[src/rtl/jk_edge_mon.sv]
// jk_edge_mon: tracks the level of an upstream JK trigger (q/nq pair),
// counts rising/falling edges and publishes finished run lengths through
// a valid/ready record. A q==nq sample is flagged as an error.
// Build option: define EDGE_MON_SAT_EN to make rise_cnt/fall_cnt saturate
// instead of wrapping.
module jk_edge_mon #(
  parameter int unsigned CNT_W = 8,
  parameter int unsigned RUN_W = 8
) (
  input  logic             clk,
  input  logic             rst,
  input  logic             q,
  input  logic             nq,
  input  logic             clr,
  input  logic             run_ready,
  output logic             level,
  output logic [CNT_W-1:0] rise_cnt,
  output logic [CNT_W-1:0] fall_cnt,
  output logic             run_valid,
  output logic             run_level,
  output logic [RUN_W-1:0] run_len,
  output logic             ovf,
  output logic             err
);

  localparam logic [RUN_W-1:0] RUN_MAX = '1;
  localparam logic [RUN_W-1:0] RUN_ONE = RUN_W'(1);
  localparam logic [CNT_W-1:0] CNT_ONE = CNT_W'(1);

  typedef enum logic [1:0] {INIT, LOW, HIGH, ERR} state_t;

  state_t           state;
  logic [RUN_W-1:0] run_cnt;

  logic             sample_ok_c;
  logic             edge_c;
  logic             xfer_c;
  logic [RUN_W-1:0] run_inc_c;
  logic [CNT_W-1:0] rise_inc_c;
  logic [CNT_W-1:0] fall_inc_c;

  // A clean sample has complementary outputs; an edge is a clean sample
  // that disagrees with the tracked level.
  assign sample_ok_c = (q != nq);
  assign edge_c      = sample_ok_c && (((state == LOW) && q) || ((state == HIGH) && !q));
  assign xfer_c      = run_valid && run_ready;
  assign run_inc_c   = (run_cnt == RUN_MAX) ? run_cnt : run_cnt + RUN_ONE;

`ifdef EDGE_MON_SAT_EN
  localparam logic [CNT_W-1:0] CNT_MAX = '1;
  // Edge counters stick at all-ones.
  assign rise_inc_c = (rise_cnt == CNT_MAX) ? rise_cnt : rise_cnt + CNT_ONE;
  assign fall_inc_c = (fall_cnt == CNT_MAX) ? fall_cnt : fall_cnt + CNT_ONE;
`else
  // Edge counters wrap modulo 2^CNT_W.
  assign rise_inc_c = rise_cnt + CNT_ONE;
  assign fall_inc_c = fall_cnt + CNT_ONE;
`endif

  // Level-tracking FSM, run counter, edge counters and record handshake.
  always_ff @(posedge clk or negedge rst) begin
    if (!rst) begin
      state     <= INIT;
      run_cnt   <= '0;
      level     <= 1'b0;
      rise_cnt  <= '0;
      fall_cnt  <= '0;
      run_valid <= 1'b0;
      run_level <= 1'b0;
      run_len   <= '0;
      ovf       <= 1'b0;
      err       <= 1'b0;
    end else if (clr) begin
      state     <= INIT;
      run_cnt   <= '0;
      level     <= 1'b0;
      rise_cnt  <= '0;
      fall_cnt  <= '0;
      run_valid <= 1'b0;
      run_level <= 1'b0;
      run_len   <= '0;
      ovf       <= 1'b0;
      err       <= 1'b0;
    end else begin
      if (!sample_ok_c) begin
        // Interrupted run is discarded; level keeps its last value.
        state <= ERR;
        err   <= 1'b1;
      end else begin
        case (state)
          INIT, ERR: begin
            state   <= q ? HIGH : LOW;
            level   <= q;
            run_cnt <= RUN_ONE;
          end
          LOW: begin
            if (q) begin
              state    <= HIGH;
              level    <= 1'b1;
              rise_cnt <= rise_inc_c;
              run_cnt  <= RUN_ONE;
            end else begin
              run_cnt  <= run_inc_c;
            end
          end
          HIGH: begin
            if (!q) begin
              state    <= LOW;
              level    <= 1'b0;
              fall_cnt <= fall_inc_c;
              run_cnt  <= RUN_ONE;
            end else begin
              run_cnt  <= run_inc_c;
            end
          end
          default: begin
            state   <= INIT;
            run_cnt <= '0;
          end
        endcase
      end

      // New record loads if the slot is empty or being drained this cycle.
      if (edge_c) begin
        if (!run_valid || run_ready) begin
          run_valid <= 1'b1;
          run_level <= level;
          run_len   <= run_cnt;
        end else begin
          ovf <= 1'b1;
        end
      end else if (xfer_c) begin
        run_valid <= 1'b0;
      end
    end
  end

endmodule

[config.mk]
export PLATFORM = sky130hd
export DESIGN_NAME = jk_edge_mon
export DESIGN_NICKNAME = d
export VERILOG_FILES = /design/src/rtl/jk_edge_mon.sv
export SDC_FILE = /design/constraint.sdc
export NUM_CORES = 1
export LEC_CHECK = 0
export ABC_AREA = 1
export CORE_MARGIN = 8
export CORE_UTILIZATION = 35
export DETAILED_ROUTE_END_ITERATION = 16
export PLACE_DENSITY = 0.6
export SLEW_MARGIN = 20
export SYNTH_ARGS = -nofsm -noshare
export SYNTH_HDL_FRONTEND = slang
export SYNTH_SLANG_ARGS = --single-unit
[constraint.sdc]
create_clock -name clk -period 2.1 [get_ports clk]
set_clock_uncertainty 0.15 [all_clocks]
set_input_delay 0.525 -clock clk [delete_from_list [all_inputs] [get_ports clk]]
set_output_delay 0.525 -clock clk [all_outputs]
set_load 0.02 [all_outputs]
Yosys cells after proc, flatten, opt, wreduce, memory -nomap -nowiden
Index checks and enable logic that the tools add are counted.

$add $sub $neg: 3. Equal/unequal tests: 13. Multiplexer cells: 40. Reductions and logical operators: 24.

Operators by type and width (count): 2-to-1 mux 8 bit (16); adder 8 x 1 -> 8 bit (second input constant) (3); one-hot mux 8 bit (3 select lines) (1); 2-to-1 mux 1 bit (16); nonzero test 2 bit (6); 2-to-1 mux 2 bit (5); AND reduction 3 bit (3); equality test 8 bit (second input constant) (1); inequality test 4 bit (second input constant) (2); AND reduction 2 bit (4); inequality test 3 bit (second input constant) (2); one-hot mux 2 bit (3 select lines) (1); equality test 2 bit (second input constant) (2); logical AND 1 bit (4); inequality test 2 bit (second input constant) (2); inequality test 3 x 2 -> 1 bit (second input constant) (1); one-hot mux 1 bit (3 select lines) (1); nonzero test 3 bit (1); equality test 2 x 1 -> 1 bit (second input constant) (1); logical NOT 1 bit (2); logical NOT 2 bit (1); logical OR 1 bit (2); inequality test 2 x 1 -> 1 bit (second input constant) (1); OR reduction 2 bit (1); inequality test 1 bit (1).

Register bits: 39. Input port bits: 6. Output and inout port bits: 29.

Logic depth before layout (Yosys ltp)
Gate-level depths: netlist of the first run.

Depth after elaboration: 6. Depth in mapped cells: 8. Mapped depth without buffers: 8.

Worst setup path before layout of the first run
No wires, ideal clock.

Path kind: register to register. Start point: register run_cnt[0]. End point: register run_cnt[0]. Setup time: 116 ps. Data arrival time: 1158 ps. Required time: 1834 ps. Setup slack: 675 ps. Cell stages (with the launch flop): 9. Path buffers: 0. Cells stage by stage: dfrtp_1 ha_1 inv_1 nor2_1 nand2_1 nand2_1 nand3_1 nand2_1 nand2_1.

Cells in the longest elaborated chain, start to end: 6. Elaborated cells between the ends (all ways): 8. Those cells by class: add/sub (1); eq/ne (1); mux (6).

Ends and longest elaborated chain: start, declared (line 33) `logic [RUN_W-1:0] run_cnt;`; start signal, assigned (line 103) `run_cnt <= run_inc_c;`; start signal, assigned (line 113) `run_cnt <= run_inc_c;`; adder 8 x 1 -> 8 bit / equality test 8 bit (equally long branches) (line 47) `assign run_inc_c = (run_cnt == RUN_MAX) ? run_cnt : run_cnt + RUN_ONE;`; 2-to-1 mux 8 bit (*) (line 47); 2-to-1 mux 8 bit, on equally long branches (line 107, 97); one-hot mux 8 bit (3 select lines) (*) (line 90) `case (state)`; 2-to-1 mux 8 bit (*) (line 85) `if (!sample_ok_c) begin`; 2-to-1 mux 8 bit (*) (line 73) `end else if (clr) begin`.

Mark *: on every way between the ends. The rest lies on a longest branch, timed or not. The select of a mux whose other input is x is not followed. A chain may end at the register's enable or synchronous reset.

Worst setup path in the final report of the first run
Start point: register fall_cnt[3]. End point: output fall_cnt[3].

RTL lines: start, declared (line 18) `output logic [CNT_W-1:0] fall_cnt,`; start signal, assigned (line 110) `fall_cnt <= fall_inc_c;`.

No word-level cell between the ends.

==> metrics.cfg, run 1 <==
[synthesis]
synthMuxAreaShare_pct=0
yosys_warnings=0
avgSynthCellArea_sq_um=7.42
netlist_instances=299
syn_area_sq_mm=0.00222
synth_top_family_by_area=simple AND/OR/NAND/NOR gates
synth_fa_ha_area_share_pct=2.82
ys_types=25
synth_xor_area_share_pct=0.395
synth_seq_area_share_pct=44.0
synth_compound_area_share_pct=5.41
synthSimpleGateAreaFrac_pct=40.4
ys_ff_latch=39
syn-num-nets=310

[sta]
relSlewSlack_pct=65.1
tightest_slew_ps=524
hold_viol=0
setup_viol=0
post-route-period-util_pct=97.4
period_needed_ps=2040
grt_setup_unrepaired=no
timing.final.max_slew_violations=0
setup_tns_ps=0
max_freq_ghz=0.489

[routing]
avgViaCountPerCell=4.86
detail-route-antenna-nets=0
wl_per_cell_um=12.6
drt_iter0_markers=71
dr.pass1.iters=4
vias=2062
routed_wl_um=5340
drc=0

[floorplan]
initial_core_util_pct=35.6
io_pins=35
core.rowCount=29
die-height_um=95.6
die_area_sq_mm=0.00915
core_sq_mm=0.00624
fp.dieW_um=95.6

[global_route]
grt_max_degree=40
grt_pass1_vias=1877
grt_util_all_layers_pct=11.8
antenna_found_initial=0
grt_pass1_wl_um=8690
grt_remaining_overflow=0

[critical_path]
path_cells=clkdlybuf4s50_1
crit_path_start_kind=flip-flop
timing.rr.end=run_len[1]
rr_worst_depth=8
cpMaxStageDelayCell=clkdlybuf4s50_1
worst_ep_required_time_ps=1420
cp_data_arrival_time_ps=1370
path_delay_family=buffers and inverters
rrSetupSlack_ps=450
path_class=flip-flop to primary output
end_kind=primary output
worstPathMaxFanout=7
cp_num_buf_inv=1
slowest_delay_ps=640
path_depth=1
r2r-start=state[0]

[final_layout]
drive_above_1_share_pct=10.1
fin_nets=358
mostFrequentLayoutCells=nand2_1, dfrtp_1, nand3_1
final_common_cell=nand2_1
final_cells=424
final_core_util_pct=45.0
num_antenna_cells=0
area_growth_syn_to_layout_pct=26.5

[power_and_ir_drop]
peakVddDrop_mv=0.311
p_leak_nw=1.42
total_power_w=0.00187
power_density_mw_per_mm2=665

[cts]
cts.sinks=39
htreeDepth=2
clock_path_buffers=2
clk_pin_slew_worst_paths_ps=80
numCtsBuffers=5
cts-root-buf=clkbuf_8
post_cts_buffers=0
cts_tree=done
clk_latency_ps=290

[place]
place_inst=417
portBuffers=34
place_congestion=0.844
dp_hpwl_um=3930

[flow_run]
cap_violations=0

[run_status]
status=complete, no violations

[hold_path]
timing.hold.worst.class=input port to async pin

-- area by class of cell --
type / instances / area, sq um
tap: 77 / 96.3
clock inverter: 1 / 30.0
clock buffer: 6 / 72.6
multi-input combinational: 223 / 1090
sequential: 39 / 976
fill: 646 / 3430
inverter: 33 / 124
timing repair buffer: 45 / 422
-- cell families after synthesis --
group	after synthesis
and+or+nand+nor	194
AOI/OAI and AO/OA	23
adders and majority gates	5
DFF	39
buffers and inverters	37
xor gates and xnor gates	1
-- cell usage after synthesis --
master / n / share of area (%)
xor2_1: 1 / 0.39
inv_2: 4 / 0.68
ha_1: 5 / 2.8
nand4_1: 11 / 3.1
nor2_1: 27 / 4.6
nor3_1: 2 / 0.45
nor3b_1: 1 / 0.34
nand3_2: 1 / 0.45
o21bai_1: 1 / 0.34
a21o_1: 1 / 0.34
or2_2: 1 / 0.28
nand3_1: 34 / 7.7
nand3b_1: 1 / 0.34
a21oi_1: 10 / 2.3
dfrtp_1: 39 / 44
nor2_4: 1 / 0.51
nand3_4: 2 / 1.6
buf_2: 2 / 0.45
o21ai_0: 11 / 2.5
buf_6: 2 / 1.0
inv_1: 29 / 4.9
nand2_1: 105 / 18
nand2_2: 5 / 1.4
nor2_8: 1 / 0.90
nand2_4: 2 / 1.0
-- per-layer routing --
layer  share of wire (%)  GRT usage [%]  routed length (um)
met4                0.88           3.07                  47
met3                 5.7           2.76                 304
met2                  47           19.5                2530
met1                  46           15.0                2460
met5                   0              0                   0
-- repair_timing --
item                                    4_1_cts  5_1_grt
hold buffers                                  0        0
resized for setup                             1        2
pin swaps                                     0        0
endpoints found under the setup margin        1        2
-- per-stage QoR --
step | worst slack, ps | cell area (sq um) | hold WS, ps
after floorplan | 675 | 2220 | 79.4
after global placement | 57.9 | 2700 | 355
after detailed placement | 22.8 | 2700 | 350
after CTS | 18.8 | 2800 | 153
after global routing | 7.74 | 2810 | 182
final | 55.6 | 2810 | 141
-- worst max-delay path by stage --
stage	startpoint	end	slack, ps
after CTS	rise_cnt[2]	rise_cnt[2]	20
after global routing	rise_cnt[3]	rise_cnt[3]	8
after detailed placement	q	run_len[1]	20
final	fall_cnt[3]	fall_cnt[3]	60
after global placement	q	run_len[2]	60
after floorplan	run_cnt[0]	run_cnt[0]	680
-- power breakdown --
part,total (W),switching (W),internal [W]
Combinational,0.000407,0.000252,0.000156
Sequential,0.000848,0.0000550,0.000793
Clock,0.000611,0.000262,0.000349
Total,0.00187,0.000569,0.00130
-- state kept, by name, indices dropped and copies added (netlist names) --
signal     flops
run_len        8
err            1
ovf            1
fall_cnt       8
run_level      1
run_cnt        8
run_valid      1
level          1
state          2
rise_cnt       8
Note: power is estimated with default switching activity, not from simulation.
==> run 2: changes to the inputs <==
--- a/config.mk
+++ b/config.mk
@@ -10,6 +10,7 @@
 export CORE_UTILIZATION = 35
 export DETAILED_ROUTE_END_ITERATION = 16
 export PLACE_DENSITY = 0.6
+export REMOVE_ABC_BUFFERS = 1
 export SLEW_MARGIN = 20
 export SYNTH_ARGS = -nofsm -noshare
 export SYNTH_HDL_FRONTEND = slang
==> run 2 against run 1 <==
  * Cell area shrank 1.3%
  * Sequential cell count is the same
  * Sequential share of layout area grew 0.47 points
  * Register-to-register slack is essentially flat
  * Die area is the same
  * Hold slack lost 17 ps
==> metrics.cfg, run 2 (synthesis results as in run 1) <==
[global_route]
grt_pass1_wl_um=8660  ; -0.40%
grt_remaining_overflow=0  ; unchanged
grt_pass1_vias=1906  ; +1.5%
antenna_found_initial=0  ; unchanged
grt_max_degree=40  ; unchanged
grt_util_all_layers_pct=11.8  ; about the same

[floorplan]
initial_core_util_pct=35.6  ; unchanged
fp.dieW_um=95.6  ; unchanged
die-height_um=95.6  ; unchanged
io_pins=35  ; unchanged
core.rowCount=29  ; unchanged
core_sq_mm=0.00624  ; unchanged
die_area_sq_mm=0.00915  ; unchanged

[routing]
highest_layer=met4
dr.pass1.iters=4  ; unchanged
drt_iter0_markers=58  ; -18%
vias=2015  ; -2.3%
avgViaCountPerCell=4.77  ; -1.8%
wl_met1_um=2410  ; -2.2%
dr_wl_met2_um=2480  ; -1.7%
detail-route-antenna-nets=0  ; unchanged
drc=0  ; unchanged
wl_met3_um=252  ; -17%
routed_wl_um=5180  ; -2.9%
wl_per_cell_um=12.3  ; -2.5%

[place]
portBuffers=34  ; unchanged
place_congestion=0.811  ; -4.0%
dp_hpwl_um=3840  ; -2.3%
place_inst=414  ; -0.72%
place_ws_ps=-14.4  ; -37.2 ps

[critical_path]
worst_ep_required_time_ps=1420  ; about the same
worstPathMaxFanout=6  ; -1
path_delay_family=buffers and inverters
rr_worst_depth=8  ; unchanged
slowest_delay_ps=640  ; about the same
cp_data_arrival_time_ps=1370  ; about the same
crit_path_start_kind=flip-flop
path_cells=clkdlybuf4s50_1
path_depth=1  ; unchanged
end_kind=primary output
cp_num_buf_inv=1  ; unchanged
path_class=flip-flop to primary output
cpMaxStageDelayCell=clkdlybuf4s50_1
crit_path_start=fall_cnt[0]
r2r-start=run_cnt[1]

[sta]
setup_tns_ps=0  ; unchanged
grt_setup_unrepaired=no
max_freq_ghz=0.489  ; about the same
post-route-period-util_pct=97.4  ; about the same
tightest_slew_ps=510  ; -14.5 ps
period_needed_ps=2050  ; +1.46 ps
timing.final.max_slew_violations=0  ; unchanged
hold_viol=0  ; unchanged
setup_viol=0  ; unchanged
setup_slack_ps=54.1  ; -1.46 ps
relSlewSlack_pct=66.0  ; +0.96 points

[cts]
numCtsBuffers=5  ; unchanged
cts.sinks=39  ; unchanged
cts_resized=0  ; -1
hold_buffers=0  ; unchanged
htreeDepth=2  ; unchanged
post_cts_buffers=0  ; unchanged
cts-root-buf=clkbuf_8
cts_tree=done
clk_latency_ps=290  ; about the same
clock_path_buffers=2  ; unchanged
clk_pin_slew_worst_paths_ps=80  ; about the same

[final_layout]
num_antenna_cells=0  ; unchanged
final_core_util_pct=44.4  ; -0.60 points
final_cells=422  ; -0.47%
drive_above_1_share_pct=9.28  ; -0.81 points
final_common_cell=nand2_1
fin_nets=355  ; -0.84%
multi_input_comb_area_sq_mm=0.00109  ; unchanged
ff_latch_area_sq_um=976  ; unchanged
fillCellCount=665  ; +2.9%
area_growth_syn_to_layout_pct=24.8
mostFrequentLayoutCells=nand2_1, dfrtp_1, nand3_1

[flow_run]
cap_violations=0  ; unchanged

[power_and_ir_drop]
total_power_w=0.00175  ; -6.4%
p_leak_nw=1.43  ; +0.84%
peakVddDrop_mv=0.274  ; -12%
power_density_mw_per_mm2=631  ; -5.1%

[hold_path]
timing.hold.worst.class=input port to async pin

[run_status]
status=complete, no violations

-- run 2: cell types whose count changed in the layout (fill, tap and decap cells not counted) --
| cell | delta |
|---|---|
| clkbuf_1 | +1 |
| dlymetal6s2s_1 | +2 |
| dlygate4sd2_1 | -1 |
| clkdlybuf4s50_1 | -1 |
| clkinv_2 | +1 |
| buf_4 | -3 |
| bufinv_16 | -1 |
-- run 2: where the power goes --
group | total (W) | switching (W) | internal [W]
clock | 0.000506 | 0.000272 | 0.000234
combinational | 0.000397 | 0.000250 | 0.000148
sequential | 0.000844 | 0.0000505 | 0.000793
total | 0.00175 | 0.000572 | 0.00117
-- run 2: per-stage QoR --
stage | cell area [sq um] | hold WS (ps)
detailed placement | 2680 | 347
floorplan | 2190 | 79.4
global placement | 2680 | 355
finish | 2770 | 123
CTS | 2760 | 151
global route | 2770 | 169
-- run 2: path summary, 6_finish.rpt --
path	endpoint	slack [ps]
min in group clk	ovf	360
hold reg to reg	ovf	360
setup / recovery	fall_cnt[0]	50
max in group asynchronous	fall_cnt[7]	1310
setup reg to reg	run_cnt[0]	450
hold / removal	run_cnt[5]	120
-- run 2: layout make-up --
type,count,area share [%]
tap,77,3.48
sequential,39,35.2
clock buffer,7,2.76
timing repair buffer,42,14.6
multi-input combinational,223,39.3
inverter,33,4.47
clock inverter,1,0.181
-- run 2: metal layers --
layer / track usage (%) / up-vias
met5: 0 / -
met4: 2.69 / 0
met3: 3.39 / 5
met2: 20.2 / 26
met1: 14.3 / 933
li1: - / 1051
